--- config.mk ---
export PLATFORM = sky130hd
export DESIGN_NAME = uart_rx
export DESIGN_NICKNAME = d
export VERILOG_FILES = /design/src/rtl/uart_pkg.sv /design/src/rtl/uart_rx_sync.sv /design/src/rtl/uart_rx.sv
export SDC_FILE = /design/constraint.sdc
export NUM_CORES = 1
export LEC_CHECK = 0
export BUFFER_PORTS_ARGS = -buffer_cell sky130_fd_sc_hd__buf_2
export CORE_MARGIN = 2
export CORE_UTILIZATION = 30
export CTS_CLUSTER_DIAMETER = 150
export DETAILED_ROUTE_END_ITERATION = 7
export PLACE_DENSITY = 0.53
export REMOVE_ABC_BUFFERS = 1
export SLEW_MARGIN = 20
export SYNTH_ARGS = -nofsm -noshare
export SYNTH_HDL_FRONTEND = slang
export SYNTH_SLANG_ARGS = --single-unit
--- constraint.sdc ---
create_clock -name clk -period 3.9 [get_ports clk]
set_input_delay 1.17 -clock clk [delete_from_list [all_inputs] [get_ports clk]]
set_output_delay 1.17 -clock clk [all_outputs]
set_load 0.02 [all_outputs]
--- src/rtl/uart_pkg.sv ---
// Shared UART definitions: state encoding, divisor width and limits.
// Used by both the transmitter and the receiver.
package uart_pkg;

    localparam int unsigned DATA_WIDTH_DEF = 8;
    localparam int unsigned CPB_W          = 13;
    localparam int unsigned CPB_MIN        = 4;

    typedef enum logic [2:0] {
        StIdle     = 3'b000,
        StStartBit = 3'b001,
        StDataBits = 3'b010,
        StStopBit  = 3'b011,
        StParity   = 3'b100,
        StDone     = 3'b101
    } uart_state_e;

    // Divisors below CPB_MIN leave too few cycles to find mid-bit, so clamp them.
    function automatic logic [CPB_W-1:0] clamp_cpb(input logic [CPB_W-1:0] cpb);
        return (cpb < CPB_W'(CPB_MIN)) ? CPB_W'(CPB_MIN) : cpb;
    endfunction

endpackage

--- src/rtl/uart_rx_sync.sv ---
// Multi-flop synchroniser for the asynchronous rx line; flops reset to the
// idle (high) line level so no false start bit is seen after reset.
module uart_rx_sync #(
    parameter int unsigned SYNC_STAGES = 2
) (
    input  logic clk,
    input  logic rstn,
    input  logic d_i,
    output logic q_o
);

    logic [SYNC_STAGES-1:0] sync_q, sync_d;

    // Shift the raw line in at the bottom of the chain.
    always_comb begin
        sync_d = {sync_q[SYNC_STAGES-2:0], d_i};
    end

    // Chain register, synchronous active-low reset to idle-high.
    always_ff @(posedge clk) begin
        if (!rstn) begin
            sync_q <= '1;
        end else begin
            sync_q <= sync_d;
        end
    end

    assign q_o = sync_q[SYNC_STAGES-1];

endmodule

--- src/rtl/uart_rx.sv ---
// UART receiver: recovers DATA_WIDTH-bit LSB-first frames from the serial
// line, sampling each bit at mid-period using a divisor captured per frame.
// Optional macro UART_RX_PARITY_EN adds an even-parity bit and parity_err.
module uart_rx
    import uart_pkg::*;
#(
    parameter int unsigned DATA_WIDTH  = DATA_WIDTH_DEF,
    parameter int unsigned SYNC_STAGES = 2
) (
    input  logic                  clk,
    input  logic                  rstn,
    input  logic [CPB_W-1:0]      CLKS_PER_BIT,
    input  logic                  rx_serial,
    output logic [DATA_WIDTH-1:0] data_out,
    output logic                  valid,
    output logic                  frame_err,
    output logic                  busy
`ifdef UART_RX_PARITY_EN
    ,
    output logic                  parity_err
`endif
);

    localparam int unsigned BitW = (DATA_WIDTH > 1) ? $clog2(DATA_WIDTH) : 1;
    localparam logic [BitW-1:0] LastBit = BitW'(DATA_WIDTH - 1);

    logic rx_s;

    uart_rx_sync #(
        .SYNC_STAGES(SYNC_STAGES)
    ) u_sync (
        .clk (clk),
        .rstn(rstn),
        .d_i (rx_serial),
        .q_o (rx_s)
    );

    uart_state_e           state_q, state_d;
    logic [CPB_W-1:0]      clk_cnt_q, clk_cnt_d;
    logic [CPB_W-1:0]      cpb_q, cpb_d;
    logic [BitW-1:0]       bit_cnt_q, bit_cnt_d;
    logic [DATA_WIDTH-1:0] shift_q, shift_d;
    logic [DATA_WIDTH-1:0] data_out_q, data_out_d;
    logic                  valid_q, valid_d;
    logic                  frame_err_q, frame_err_d;
    logic [CPB_W-1:0]      half_cpb;
    logic                  bit_end;
`ifdef UART_RX_PARITY_EN
    logic                  par_bit_q, par_bit_d;
    logic                  parity_err_q, parity_err_d;
    logic                  par_bad;
`endif

    assign half_cpb = cpb_q >> 1;
    assign bit_end  = (clk_cnt_q == cpb_q - CPB_W'(1));

    // Next-state and datapath updates; pulses default low so they last one cycle.
    always_comb begin
        state_d     = state_q;
        clk_cnt_d   = clk_cnt_q;
        cpb_d       = cpb_q;
        bit_cnt_d   = bit_cnt_q;
        shift_d     = shift_q;
        data_out_d  = data_out_q;
        valid_d     = 1'b0;
        frame_err_d = 1'b0;
`ifdef UART_RX_PARITY_EN
        par_bit_d    = par_bit_q;
        parity_err_d = 1'b0;
        par_bad      = ^{shift_q, par_bit_q};
`endif
        unique case (state_q)
            StIdle: begin
                clk_cnt_d = '0;
                bit_cnt_d = '0;
                if (!rx_s) begin
                    state_d = StStartBit;
                    cpb_d   = clamp_cpb(CLKS_PER_BIT);
                end
            end
            StStartBit: begin
                if (clk_cnt_q == half_cpb - CPB_W'(1)) begin
                    clk_cnt_d = '0;
                    // Line back high at mid-start means it was only a glitch.
                    state_d   = rx_s ? StIdle : StDataBits;
                end else begin
                    clk_cnt_d = clk_cnt_q + CPB_W'(1);
                end
            end
            StDataBits: begin
                if (bit_end) begin
                    clk_cnt_d          = '0;
                    shift_d[bit_cnt_q] = rx_s;
                    if (bit_cnt_q == LastBit) begin
                        bit_cnt_d = '0;
`ifdef UART_RX_PARITY_EN
                        state_d   = StParity;
`else
                        state_d   = StStopBit;
`endif
                    end else begin
                        bit_cnt_d = bit_cnt_q + BitW'(1);
                    end
                end else begin
                    clk_cnt_d = clk_cnt_q + CPB_W'(1);
                end
            end
`ifdef UART_RX_PARITY_EN
            StParity: begin
                if (bit_end) begin
                    clk_cnt_d = '0;
                    par_bit_d = rx_s;
                    state_d   = StStopBit;
                end else begin
                    clk_cnt_d = clk_cnt_q + CPB_W'(1);
                end
            end
`endif
            StStopBit: begin
                if (bit_end) begin
                    clk_cnt_d   = '0;
                    state_d     = StDone;
                    frame_err_d = ~rx_s;
`ifdef UART_RX_PARITY_EN
                    parity_err_d = par_bad;
                    if (rx_s && !par_bad) begin
                        data_out_d = shift_q;
                        valid_d    = 1'b1;
                    end
`else
                    if (rx_s) begin
                        data_out_d = shift_q;
                        valid_d    = 1'b1;
                    end
`endif
                end else begin
                    clk_cnt_d = clk_cnt_q + CPB_W'(1);
                end
            end
            StDone: begin
                state_d = StIdle;
            end
            default: begin
                state_d = StIdle;
            end
        endcase
    end

    // State and datapath registers, synchronous active-low reset.
    always_ff @(posedge clk) begin
        if (!rstn) begin
            state_q      <= StIdle;
            clk_cnt_q    <= '0;
            cpb_q        <= CPB_W'(CPB_MIN);
            bit_cnt_q    <= '0;
            shift_q      <= '0;
            data_out_q   <= '0;
            valid_q      <= 1'b0;
            frame_err_q  <= 1'b0;
`ifdef UART_RX_PARITY_EN
            par_bit_q    <= 1'b0;
            parity_err_q <= 1'b0;
`endif
        end else begin
            state_q      <= state_d;
            clk_cnt_q    <= clk_cnt_d;
            cpb_q        <= cpb_d;
            bit_cnt_q    <= bit_cnt_d;
            shift_q      <= shift_d;
            data_out_q   <= data_out_d;
            valid_q      <= valid_d;
            frame_err_q  <= frame_err_d;
`ifdef UART_RX_PARITY_EN
            par_bit_q    <= par_bit_d;
            parity_err_q <= parity_err_d;
`endif
        end
    end

    assign data_out  = data_out_q;
    assign valid     = valid_q;
    assign frame_err = frame_err_q;
    assign busy      = (state_q != StIdle);
`ifdef UART_RX_PARITY_EN
    assign parity_err = parity_err_q;
`endif

endmodule

# Yosys cells after proc, flatten, opt, wreduce, memory -nomap -nowiden
# Cells that the tools add are included.
# W data, S select, Z words.
# totals
ff_bits,52
in_bits,16
output_inout_bits,11
elab_cells,58
# classes
addsub,4
magnitude_cmp,3
eq_ne,11
n_mux,18
bitwise_logic,1
n_reduce_logical,12
# op_table
cell,n
$mux W13,3
$pmux W13 S3,1
$eq A13 B13 Y1,2
$mux W3,7
$add A13 B1 Y13 const B,1
$lt A13 B3 Y1 const B,1
$sub A12 B1 Y13 const B,1
$sub A13 B1 Y13 const B,1
$pmux W3 S4,1
$ne A2 B2 Y1 const B,5
$bwmux W8,1
$eq A3 B2 Y1 const B,2
$pmux W3 S2,1
$reduce_and A2 Y1,3
$reduce_and A3 Y1,2
$reduce_bool A3 Y1,2
$reduce_and A5 Y1,1
$lt A3 B4 Y1 const B,1
$add A3 B1 Y3 const B,1
$demux W1 S3,1
$eq A3 B1 Y1 const B,1
$eq A3 B3 Y1 const B,1
$ge A3 B1 Y1 const B,1
$logic_not A3 Y1,1
other kinds (6),7

# Logic depth before layout (Yosys ltp)
# Gate-level depths: netlist of the first run.
# logic_depth
depth_word,5
ltp_mapped,11
ltp_nobuf,9

# Hierarchy
# A second synthesis of the first run with hierarchy kept.
# hier_totals
hier_cells,394
hier_area_um2,3206.8
# by_module_without_submodules
module,n_inst,cells_each,area_per_inst_um2,seq_area_each_um2
uart_rx,1,390,3154.3,1001.0
uart_rx_sync,1,4,52.6,40.0

# Worst setup path after synthesis of the first run
# OpenSTA, ideal clock, no wires.
# synth_path
path_kind,register to register
startpoint,reg cpb_q[1]
endpoint,reg shift_q[2]
setup_time_ps,71
arrival_time_ps,2624
required_time_ps,3829
slack_ps,1206
stages_incl_launch_ff,11
n_path_buf,1
synth_period_minus_slack_ps,2694
path_cell_list,dfxtp_1 > inv_1 > ha_1 > or4b_4 > o31ai_4 > o211ai_2 > nor4b_4 > o21ai_2 > buf_6 > or4_1 > a21oi_1
# synth_between
elab_chain_cells,3
# synth_lines
element,line,text
from (decl),uart_rx.sv:40,"logic [CPB_W-1:0] cpb_q, cpb_d;"
from (signal assigned),uart_rx.sv:154,cpb_q <= CPB_W'(CPB_MIN);
from (signal assigned),uart_rx.sv:167,cpb_q <= cpb_d;
$sub A13 B1 Y13,uart_rx.sv:55,assign bit_end = (clk_cnt_q == cpb_q - CPB_W'(1));
$eq A13 B13 Y1,uart_rx.sv:55,
$reduce_and A2 Y1 (no source line),--,
to (signal assigned),uart_rx.sv:169,shift_q <= shift_d;
to (decl),uart_rx.sv:42,"logic [DATA_WIDTH-1:0] shift_q, shift_d;"
# Every way passes these cells.
# A chain may end at the register's enable or synchronous reset.

# Worst setup path in the final report of the first run
# layout_path
startpoint,reg cpb_q[1]
endpoint,reg clk_cnt_q[12]
# layout_between
elab_chain_cells,4
elab_cells_between_ends,7
classes_between,add/sub: 2; eq/ne: 2; mux: 3
# layout_lines
element,line,text
$sub A13 B1 Y13 / $sub A12 B1 Y13 (equally long branches),"uart_rx.sv:55, uart_rx.sv:82",
"$eq A13 B13 Y1, on equally long branches","uart_rx.sv:55, uart_rx.sv:82",
"$mux W13, on equally long branches","uart_rx.sv:91, uart_rx.sv:120, uart_rx.sv:82",
$pmux W13 S3 *,uart_rx.sv:72,unique case (state_q)
to (signal assigned),uart_rx.sv:166,clk_cnt_q <= clk_cnt_d;
to (decl),uart_rx.sv:39,"logic [CPB_W-1:0] clk_cnt_q, clk_cnt_d;"
# Every way passes the cells marked *; elsewhere a longest branch is shown, timed or not.

==> summary.txt, run 1 <==
GRT Overall Usage: 14.4%
syn avg cell area: 8.20 um2
antenna violations before repair: 0
nets: 416
worst reg2reg path depth: 9
CTS Buf Count: 5
DP Area: 0.00337 mm2
Hold WC Path Type: flop to flop
routability cong.: 0.851
required time worst endpoint: 4.07 ns
total grt overflow: 0
post-synth top area cell: dfxtp_1
Yosys warning count: 0
Pwr Density: 288 mW/mm2
via/cell ratio: 5.30
most common cell after layout, fill and taps aside: dfxtp_1
antenna-violating nets left: 0
clock period minus worst slack: 3.21 ns
final hold vios: 0
Multi-input gate area: 0.00199 mm2
Worst Setup Start Kind: flop
instance count on the critical path: 9
Die W: 107 um
Layout fillers: 1091
largest cells by area after synthesis: dfxtp_1 33%, xor2_1 5.5%, xnor2_1 4.7%, a21oi_1 4.4%, nand2_1 4.1%
initial core utilization: 31.0%
num rows: 37
clock sinks: 52
I/O Pins: 27
share of layout cells above drive strength 1: 12.6%
outcome: complete, no violations
CP peak stage delay: 0.60 ns
worst slew pin tran: 0.909 ns
post-detail-place hpwl: 5850 um
leak pwr: 1.32 nW
Hold Path Stages: 1
final worst-path cycle share: 82.3%
Clock transition at path regs: 0.10 ns
Synth cell types: 60
area growth from synthesis to layout: 8.53%
clock root buffer: clkbuf_8
CP Data Arrival Time: 3.38 ns
max_slew headroom: 39.3%
top_reg_cell synth: dfxtp_1
Setup TNS Final: 0 ns
CP endpoint kind: flop
DR vias: 2817
RSZ-0062 raised after global routing: no
CP top delay family: simple AND/OR/NAND/NOR gates
Mapped Area: 0.00320 mm2
Synth top area share: 32.6%
Slew Limit Fails: 0
slowest stage cell on the critical path: nor4b_1
Max rail drop VDD: 0.142 mV
FFs w/ async S/R, synth: 0%
first-pass GRT wire length: 13400 um
Port-buffer cells: 26
largest net degree at the start of global routing: 28
clock skew: 0.0155 ns
Bufs on Longest Clock Path: 2
most frequent CP cell: nor4b_1
WP buf/inv: 1
number of synthesized register bits: 52
core outline area: 0.0103 mm2
critical path class: flop to flop
htree depth: 2
die span in y: 107 um
register area share after synthesis: 32.6%
drt total wl: 7960 um
drt pass-1 iters: 4
TritonCTS clock tree: yes
Post-synth EDFFs: 0
setup bufs post-CTS: 0
post-cts resize count: 0
Final Cell Area: 0.00347 mm2
die area: 0.0115 mm2
Max-cap violations: 0
Final setup violation count: 0
Post-route DRC: 0
DR WL/cell: 15.0 um
n_diodes: 0
Synth Instances: 390
fmax: 312 MHz
most frequent cells in the layout: 52 x dfxtp_1, 35 x nand2_1, 30 x nor2_1, 28 x a21oi_1, 26 x buf_2
vias in the first global route: 2682
worst skew pair latency: 0.33 ns
CP Cell Sequence: inv_1, ha_1, nor4b_1, and3_1, nor4b_1, a31oi_1, o41a_1, nor3_2, nor3_1
Worst Path Max Fanout: 8
FF/Latch Area: 0.00104 mm2
hold_buf cts: 0
1st-iter DRT viols: 218
==> cell families after synthesis <==
family / share of synthesized area [%]
AND/OR/NAND/NOR: 28.9
multiplexers: 2.86
AO/OA/AOI/OAI: 18.3
adder cells (fa/ha/maj): 1.96
XOR/XNOR: 10.1
buffers and inverters: 5.28
flip-flops: 32.6
==> worst reg2reg max path: stages, from the launching register on <==
cell and delay, ns:
dfxtp_1 0.36, inv_1 0.09, ha_1 0.30, nor4b_1 0.60
and3_1 0.29, nor4b_1 0.23, a31oi_1 0.09, o41a_1 0.56
nor3_2 0.43, nor3_1 0.10
==> Yosys cell counts (2+ instances only) <==
| cell type | number |
|---|---|
| dfxtp_1 | 52 |
| nand2_1 | 35 |
| nor2_1 | 30 |
| a21oi_1 | 28 |
| clkbuf_1 | 21 |
| xor2_1 | 20 |
| xnor2_1 | 17 |
| nand3_1 | 16 |
| nor3_1 | 15 |
| or3_1 | 10 |
| nor4_1 | 9 |
| and3_1 | 8 |
| inv_1 | 8 |
| mux2i_1 | 8 |
| nor2b_1 | 8 |
| o21ai_0 | 8 |
| a31oi_1 | 6 |
| buf_2 | 5 |
| ha_1 | 5 |
| o21a_1 | 5 |
| o22ai_1 | 5 |
| or4_1 | 5 |
| a211oi_1 | 4 |
| and2_1 | 4 |
| and4_1 | 4 |
| o31a_1 | 4 |
| o31ai_1 | 4 |
| nand2b_1 | 3 |
| nor3b_1 | 3 |
| nor4b_1 | 3 |
| a211o_1 | 2 |
| a22oi_1 | 2 |
| a41o_1 | 2 |
| buf_6 | 2 |
| nand3b_1 | 2 |
| nand4b_1 | 2 |
| o211ai_2 | 2 |
==> cell type report <==
type	count	share of cell area [%]
clock buffer	5	1.98
clock inverter	3	0.793
inverter	8	0.865
multi-input combinational	300	57.3
sequential	52	30.0
tap	136	4.90
timing repair buffer	28	4.18
==> where the power goes <==
part / total, mW / internal, mW / switching [mW]
sequential: 0.551 / 0.537 / 0.0143
combinational: 0.110 / 0.0436 / 0.0660
clock: 0.339 / 0.132 / 0.207
==> flip-flops by register name, summed over array words and instances (netlist names) <==
register and flops:
clk_cnt_q 13, cpb_q 13, data_out 8, shift_q 8, bit_cnt_q 3, state_q 3
u_sync.sync_q 2, frame_err 1, valid 1
==> metrics by stage <==
stage	util (%)	hold WS [ns]	instances	worst slack, ns	power, mW
after CTS	33.6	0.417	532	0.689	1.01
final	33.6	0.416	532	0.691	1.00
after global placement	32.7	0.393	524	0.803	0.671
after global routing	33.6	0.442	532	0.318	1.04
after detailed placement	32.7	0.391	524	0.726	0.673
after floorplan	-	0.386	360	1.18	0.636
==> layer usage <==
layer	wire [um]	global-route usage, %	share of wire [%]
met1	3950	19.8	50
met2	3670	23.7	46
met3	237	1.64	3.0
met4	104	3.99	1.3
met5	0	0	0
==> final timing paths <==
path,start,slack [ns],to
setup / recovery,cpb_q[1],0.69,clk_cnt_q[12]
hold / removal,u_sync.sync_q[0],0.42,u_sync.sync_q[1]
setup reg to reg,cpb_q[1],0.69,clk_cnt_q[12]
hold reg to reg,u_sync.sync_q[0],0.42,u_sync.sync_q[1]
Note: power is estimated with default switching activity, not from simulation.
==> inputs of run 2 (changes only) <==
Settings changed: ABC_AREA from default to 1.
Clock period 3.9 ns to 3.2 ns, I/O delays scaled along.
==> summary.txt, run 2 <==
top_reg_cell synth: dfxtp_1
Post-synth EDFFs: 0 (unchanged)
vias in the first global route: 3071 (+15%)
routability cong.: 0.868 (+2.0%)
drt total wl: 8440 um (+6.1%)
most frequent cell after synthesis: nand2_1
hold path start: u_sync.sync_q[0]
die span in y: 113 um (+5.0%)
DP Area: 0.00375 mm2 (+11%)
via/cell ratio: 4.49 (-15%)
Compound-Gate Fraction of Synth Area: 6.93% (-11 points)
Clock transition at path regs: 0.08 ns (-0.02 ns)
Hold Path Sink: u_sync.sync_q[1]
Final Cell Area: 0.00390 mm2 (+12%)
fmax: 389 MHz
CP Data Arrival Time: 1.61 ns (-1.77 ns)
hold_buf cts: 0 (unchanged)
Max rail drop VDD: 0.187 mV (+32%)
initial core utilization: 30.9% (-0.088 points)
antenna violations before repair: 0 (unchanged)
total grt overflow: 0 (unchanged)
number of synthesized register bits: 52 (unchanged)
Synth cell types: 33 (-45%)
core outline area: 0.0115 mm2 (+11%)
final hold vios: 0 (unchanged)
Die W: 113 um (+5.0%)
worst reg2reg path depth: 17 (+8)
Post-route DRC: 0 (unchanged)
Port-buffer cells: 26 (unchanged)
outcome: complete, no violations
FFs w/ async S/R, synth: 0% (unchanged)
Synth Instances: 579 (+48%)
die area: 0.0127 mm2 (+10%)
htree depth: 2 (unchanged)
Yosys warning count: 0 (unchanged)
Worst Setup Start Kind: flop
register area share after synthesis: 29.4% (-3.2 points)
CTS Buf Count: 5 (unchanged)
Hold Path Stages: 1 (unchanged)
largest net degree at the start of global routing: 31 (+11%)
max_slew headroom: 56.6% (+17 points)
hold slack: 0.402 ns (-0.0144 ns)
clock period minus worst slack: 2.57 ns
final worst-path cycle share: 80.3%
TritonCTS clock tree: yes
Worst Path Max Fanout: 15 (+7)
area growth from synthesis to layout: 10.2%
largest family of logic cells by synthesized area: simple AND/OR/NAND/NOR gates
DR WL/cell: 11.4 um (-24%)
Synth Area in XOR/XNOR: 5.94% (-4.2 points)
1st-iter DRT viols: 146 (-33%)
largest cells by area after synthesis: dfxtp_1 29%, nand2_1 20%, inv_1 9.0%, nor2_1 8.0%, nand3_1 5.1%
DR vias: 3310 (+18%)
r2r setup slk: 0.72 ns (+0.03 ns)
Finished Core Util: 34.0% (+0.41 points)
Hold WC Path Type: flop to flop
post-cts resize count: 0 (unchanged)
R2R Path End: clk_cnt_q[10]
setup bufs post-CTS: 0 (unchanged)
I/O Pins: 27 (unchanged)
Pwr Density: 538 mW/mm2 (+87%)
post-detail-place hpwl: 6410 um (+9.5%)
nets: 615 (+48%)
Final setup violation count: 0 (unchanged)
Adder-Cell Fraction of Synth Area: 1.77% (-0.19 points)
required time worst endpoint: 2.24 ns (-1.83 ns)
clock root buffer: clkbuf_16
Critical R2R Launch: cpb_q[1]
clock skew: 0.0114 ns (-0.00408 ns)
drt pass-1 iters: 4 (unchanged)
most frequent cells after synthesis: 192 x nand2_1, 85 x inv_1, 75 x nor2_1
RSZ-0062 raised after global routing: no
GRT Overall Usage: 14.2% (-0.21 points)
CP endpoint kind: output pin
mux contribution to synthesized area: 0% (-2.9 points)
antenna-violating nets left: 0 (unchanged)
worst skew pair latency: 0.31 ns (-0.02 ns)
Setup TNS Final: 0 ns (unchanged)
critical path class: flop to output pin
area share of and/or/nand/nor cells after synthesis: 43.6% (+15 points)
Max-cap violations: 0 (unchanged)
clock sinks: 52 (unchanged)
leak pwr: 2.02 nW (+53%)
share of layout cells above drive strength 1: 10.9% (-1.7 points)
n_diodes: 0 (unchanged)
most frequent cells in the layout: 192 x nand2_1, 85 x inv_1, 75 x nor2_1, 52 x dfxtp_1, 36 x nand3_1
num rows: 39 (+5.4%)
worst slew pin tran: 0.650 ns (-0.259 ns)
Mapped Area: 0.00354 mm2 (+11%)
Slew Limit Fails: 0 (unchanged)
first-pass GRT wire length: 14600 um (+9.1%)
Largest regs: clk_cnt_q: 13 flops, cpb_q: 13 flops
most common cell after layout, fill and taps aside: nand2_1
post-synth top area cell: dfxtp_1
Synth top area share: 29.4% (-3.2 points)
Bufs on Longest Clock Path: 2 (unchanged)
syn avg cell area: 6.12 um2 (-25%)
==> run 2: layout make-up <==
class	instances	area (um2)
clock inverters	3	25.0
fillers	1244	7570
repair buffers	28	145
multi-input cells	421	2060
flip-flops and latches	52	1040
inverters	86	323
clock buffers	5	125
well taps	143	179
==> run 2: cell families (layout without fill, tap and decap cells) <==
kind of cell	after synthesis	after routing
AOI/OAI and AO/OA	44	44
buffers and inverters	106	122
and+or+nand+nor	348	348
DFF	52	52
adders and majority gates	5	5
xor gates and xnor gates	24	24
==> run 2: worst max-delay path, cell delays in order, from the launching register on <==
cell and delay [ns]:
dfxtp_1 0.74, nor2_1 0.13, nand2_1 0.21, buf_2 0.22
==> run 2: metrics by stage <==
| step | total power [mW] | instances | worst slack (ns) |
|---|---|---|---|
| after floorplan | 1.36 | 559 | 1.20 |
| final | 2.10 | 738 | 0.629 |
| after CTS | 2.12 | 738 | 0.649 |
| after global routing | 2.27 | 738 | 0.328 |
| after global placement | 1.54 | 730 | 0.709 |
| after detailed placement | 1.55 | 730 | 0.694 |
==> run 2: how the worst max path moves through the flow <==
| stage | slack [ns] | to | startpoint |
|---|---|---|---|
| 5_1_grt | 0.33 | clk_cnt_q[10] | cpb_q[1] |
| 2_1_floorplan | 1.20 | clk_cnt_q[10] | cpb_q[0] |
| 3_5_place_dp | 0.69 | clk_cnt_q[7] | cpb_q[1] |
| 6_report | 0.63 | busy | state_q[2] |
| 4_1_cts | 0.65 | busy | state_q[2] |
| 3_3_place_gp | 0.71 | clk_cnt_q[10] | cpb_q[1] |
==> run 2: metal layers <==
layer | GRT usage (%) | up-vias | wire (um)
met3 | 3.35 | 7 | 234
met1 | 18.9 | 1458 | 4390
met2 | 22.8 | 36 | 3730
met4 | 4.15 | 0 | 90
li1 | - | 1809 | -
met5 | 0 | - | 0
==> run 2: power breakdown <==
group / internal (mW) / leakage, nW / switching (mW)
Combinational: 0.242 / 1.53 / 0.518
Sequential: 0.702 / 0.422 / 0.0734
Clock: 0.296 / 0.0708 / 0.268
Total: 1.24 / 2.02 / 0.860
==> inputs of run 3 (changes only) <==
Settings changed: PLACE_DENSITY 0.53 to 0.54.
Clock period 3.2 ns to 2.1 ns, I/O delays scaled along.
==> summary.txt, run 3 (synthesized netlist as in run 2, its figures left out) <==
most common cell after layout, fill and taps aside: nand2_1
clock period minus worst slack: 2.09 ns
CP top delay family: simple AND/OR/NAND/NOR gates
hold_buf cts: 0 (unchanged)
Worst Path Max Fanout: 7 (-8)
R2R Path End: data_out[2]
antenna violations before repair: 0 (unchanged)
Largest regs: clk_cnt_q: 13 flops, cpb_q: 13 flops
final non-filler cell total: 783 (+6.1%)
slowest stage cell on the critical path: dfxtp_2
Pwr Density: 773 mW/mm2 (+44%)
Max rail drop VDD: 0.377 mV (+100%)
worst skew pair latency: 0.30 ns (about the same)
CP endpoint kind: flop
vias in the first global route: 3367 (+9.6%)
GRT Overall Usage: 14.8% (+0.60 points)
largest net degree at the start of global routing: 31 (unchanged)
placed cell count: 767 (+5.1%)
Setup WS pre-CTS: -0.171 ns (-0.865 ns)
Final Worst Setup Slack: 0.0108 ns (-0.618 ns)
Final setup violation count: 0 (unchanged)
worst reg2reg path depth: 15 (-2)
Critical R2R Launch: cpb_q[2]
TritonCTS clock tree: yes
Multi-input gate area: 0.00223 mm2 (+8.3%)
I/O Pins: 27 (unchanged)
via/cell ratio: 4.50 (+0.38%)
Worst Setup Start Kind: flop
drt total wl: 9000 um (+6.6%)
outcome: complete, no violations
Setup TNS Final: 0 ns (unchanged)
final hold vios: 0 (unchanged)
RSZ-0062 raised after global routing: yes
Slew Limit Fails: 0 (unchanged)
CTS Buf Count: 5 (unchanged)
num rows: 39 (unchanged)
DR WL/cell: 11.5 um (+0.47%)
routability cong.: 0.876 (+0.85%)
CP Data Arrival Time: 2.33 ns (+0.72 ns)
CP endpoint: data_out[2]
post-detail-place hpwl: 6660 um (+3.9%)
initial core utilization: 30.9% (unchanged)
first-pass GRT wire length: 15500 um (+5.9%)
clock root buffer: clkbuf_16
n_diodes: 0 (unchanged)
final worst-path cycle share: 99.5%
Clock transition at path regs: 0.07 ns (about the same)
CP peak stage delay: 0.33 ns (-0.41 ns)
Bufs on Longest Clock Path: 2 (unchanged)
Layout fillers: 1198 (-3.7%)
hold slack: 0.416 ns (+0.0144 ns)
htree depth: 2 (unchanged)
leak pwr: 2.29 nW (+13%)
total power: 3.47 mW (+65%)
antenna-violating nets left: 0 (unchanged)
Port-buffer cells: 26 (unchanged)
Post-route DRC: 0 (unchanged)
die area: 0.0127 mm2 (unchanged)
fmax: 479 MHz
critical path class: flop to flop
DP Area: 0.00404 mm2 (+7.7%)
Max-cap violations: 0 (unchanged)
clock skew: 0.00767 ns (-0.00374 ns)
drt pass-1 iters: 4 (unchanged)
Hold WC Path Type: flop to flop
area growth from synthesis to layout: 26.7%
required time worst endpoint: 2.34 ns (+0.10 ns)
FF/Latch Area: 0.00105 mm2 (+0.84%)
total grt overflow: 0 (unchanged)
worst slew pin tran: 0.380 ns (-0.270 ns)
die span in y: 113 um (unchanged)
DR vias: 3525 (+6.5%)
instance count on the critical path: 15 (+12)
clock sinks: 52 (unchanged)
share of layout cells above drive strength 1: 24.8% (+14 points)
CP Cell Sequence: inv_2, ha_4, inv_4, nor2_4, nand3_2, nand2_1, nand2_1, nor2_2, nand2_2, nor3b_4, nand4_4, buf_12, nand2_4, nand2_2, nor2_2
Finished Core Util: 39.1% (+5.1 points)
Final Cell Area: 0.00449 mm2 (+15%)
max_slew headroom: 74.7% (+18 points)
1st-iter DRT viols: 133 (-8.9%)
most frequent cells in the layout: 175 x nand2_1, 81 x inv_1, 62 x nor2_1, 45 x dfxtp_1, 42 x buf_4
CP startpoint: cpb_q[2]
Die W: 113 um (unchanged)
WP buf/inv: 3 (+2)
r2r setup slk: 0.01 ns (-0.71 ns)
nets: 660 (+7.3%)
core outline area: 0.0115 mm2 (unchanged)
[run 3: cell types whose count changed in the layout (fill, tap and decap cells not counted), moves of 4 or more]
cell,change
dfxtp_1,-7
dfxtp_2,+7
nand3_1,-4
inv_1,-4
nand2_1,-17
nor2_1,-13
nand2_2,+12
nand3_2,+4
buf_4,+40
nand2_4,+5
nor2_2,+10
[run 3: worst min-delay path by stage]
stage	startpoint	endpoint	slack, ns	cells past startpoint
floorplan	u_sync.sync_q[0]	u_sync.sync_q[1]	0.39	1
global placement	u_sync.sync_q[0]	u_sync.sync_q[1]	0.40	1
detailed placement	u_sync.sync_q[0]	u_sync.sync_q[1]	0.40	1
CTS	u_sync.sync_q[0]	u_sync.sync_q[1]	0.42	1
global route	u_sync.sync_q[0]	u_sync.sync_q[1]	0.45	1
finish	u_sync.sync_q[0]	u_sync.sync_q[1]	0.42	1
[run 3: repair_timing]
item                                    in CTS  in global routing
setup buffers                                3                  4
pin swaps                                    9                 26
gates cloned                                 1                  0
gates resized for setup                     23                 43
endpoints found under the setup margin      33                 35
[run 3: final cells by class]
type / instances / share of cell area [%]
multi-input cells: 421 / 49.8
inverters: 86 / 7.36
clock inverters: 3 / 0.558
well taps: 143 / 3.99
clock buffers: 5 / 2.79
repair buffers: 73 / 12.1
flip-flops and latches: 52 / 23.4
[run 3: power breakdown]
part           switching (mW)  leakage (nW)  internal (mW)
clock network           0.411        0.0708          0.452
registers               0.100         0.424           1.07
logic                   0.895          1.79          0.534
[run 3: routing by layer]
layer,global-route usage (%),part of all wire [%],vias up
li1,-,-,1891
met1,19.7,50,1583
met2,24.5,46,40
met3,2.32,3.0,11
met4,4.72,1.8,0
met5,0,0,-
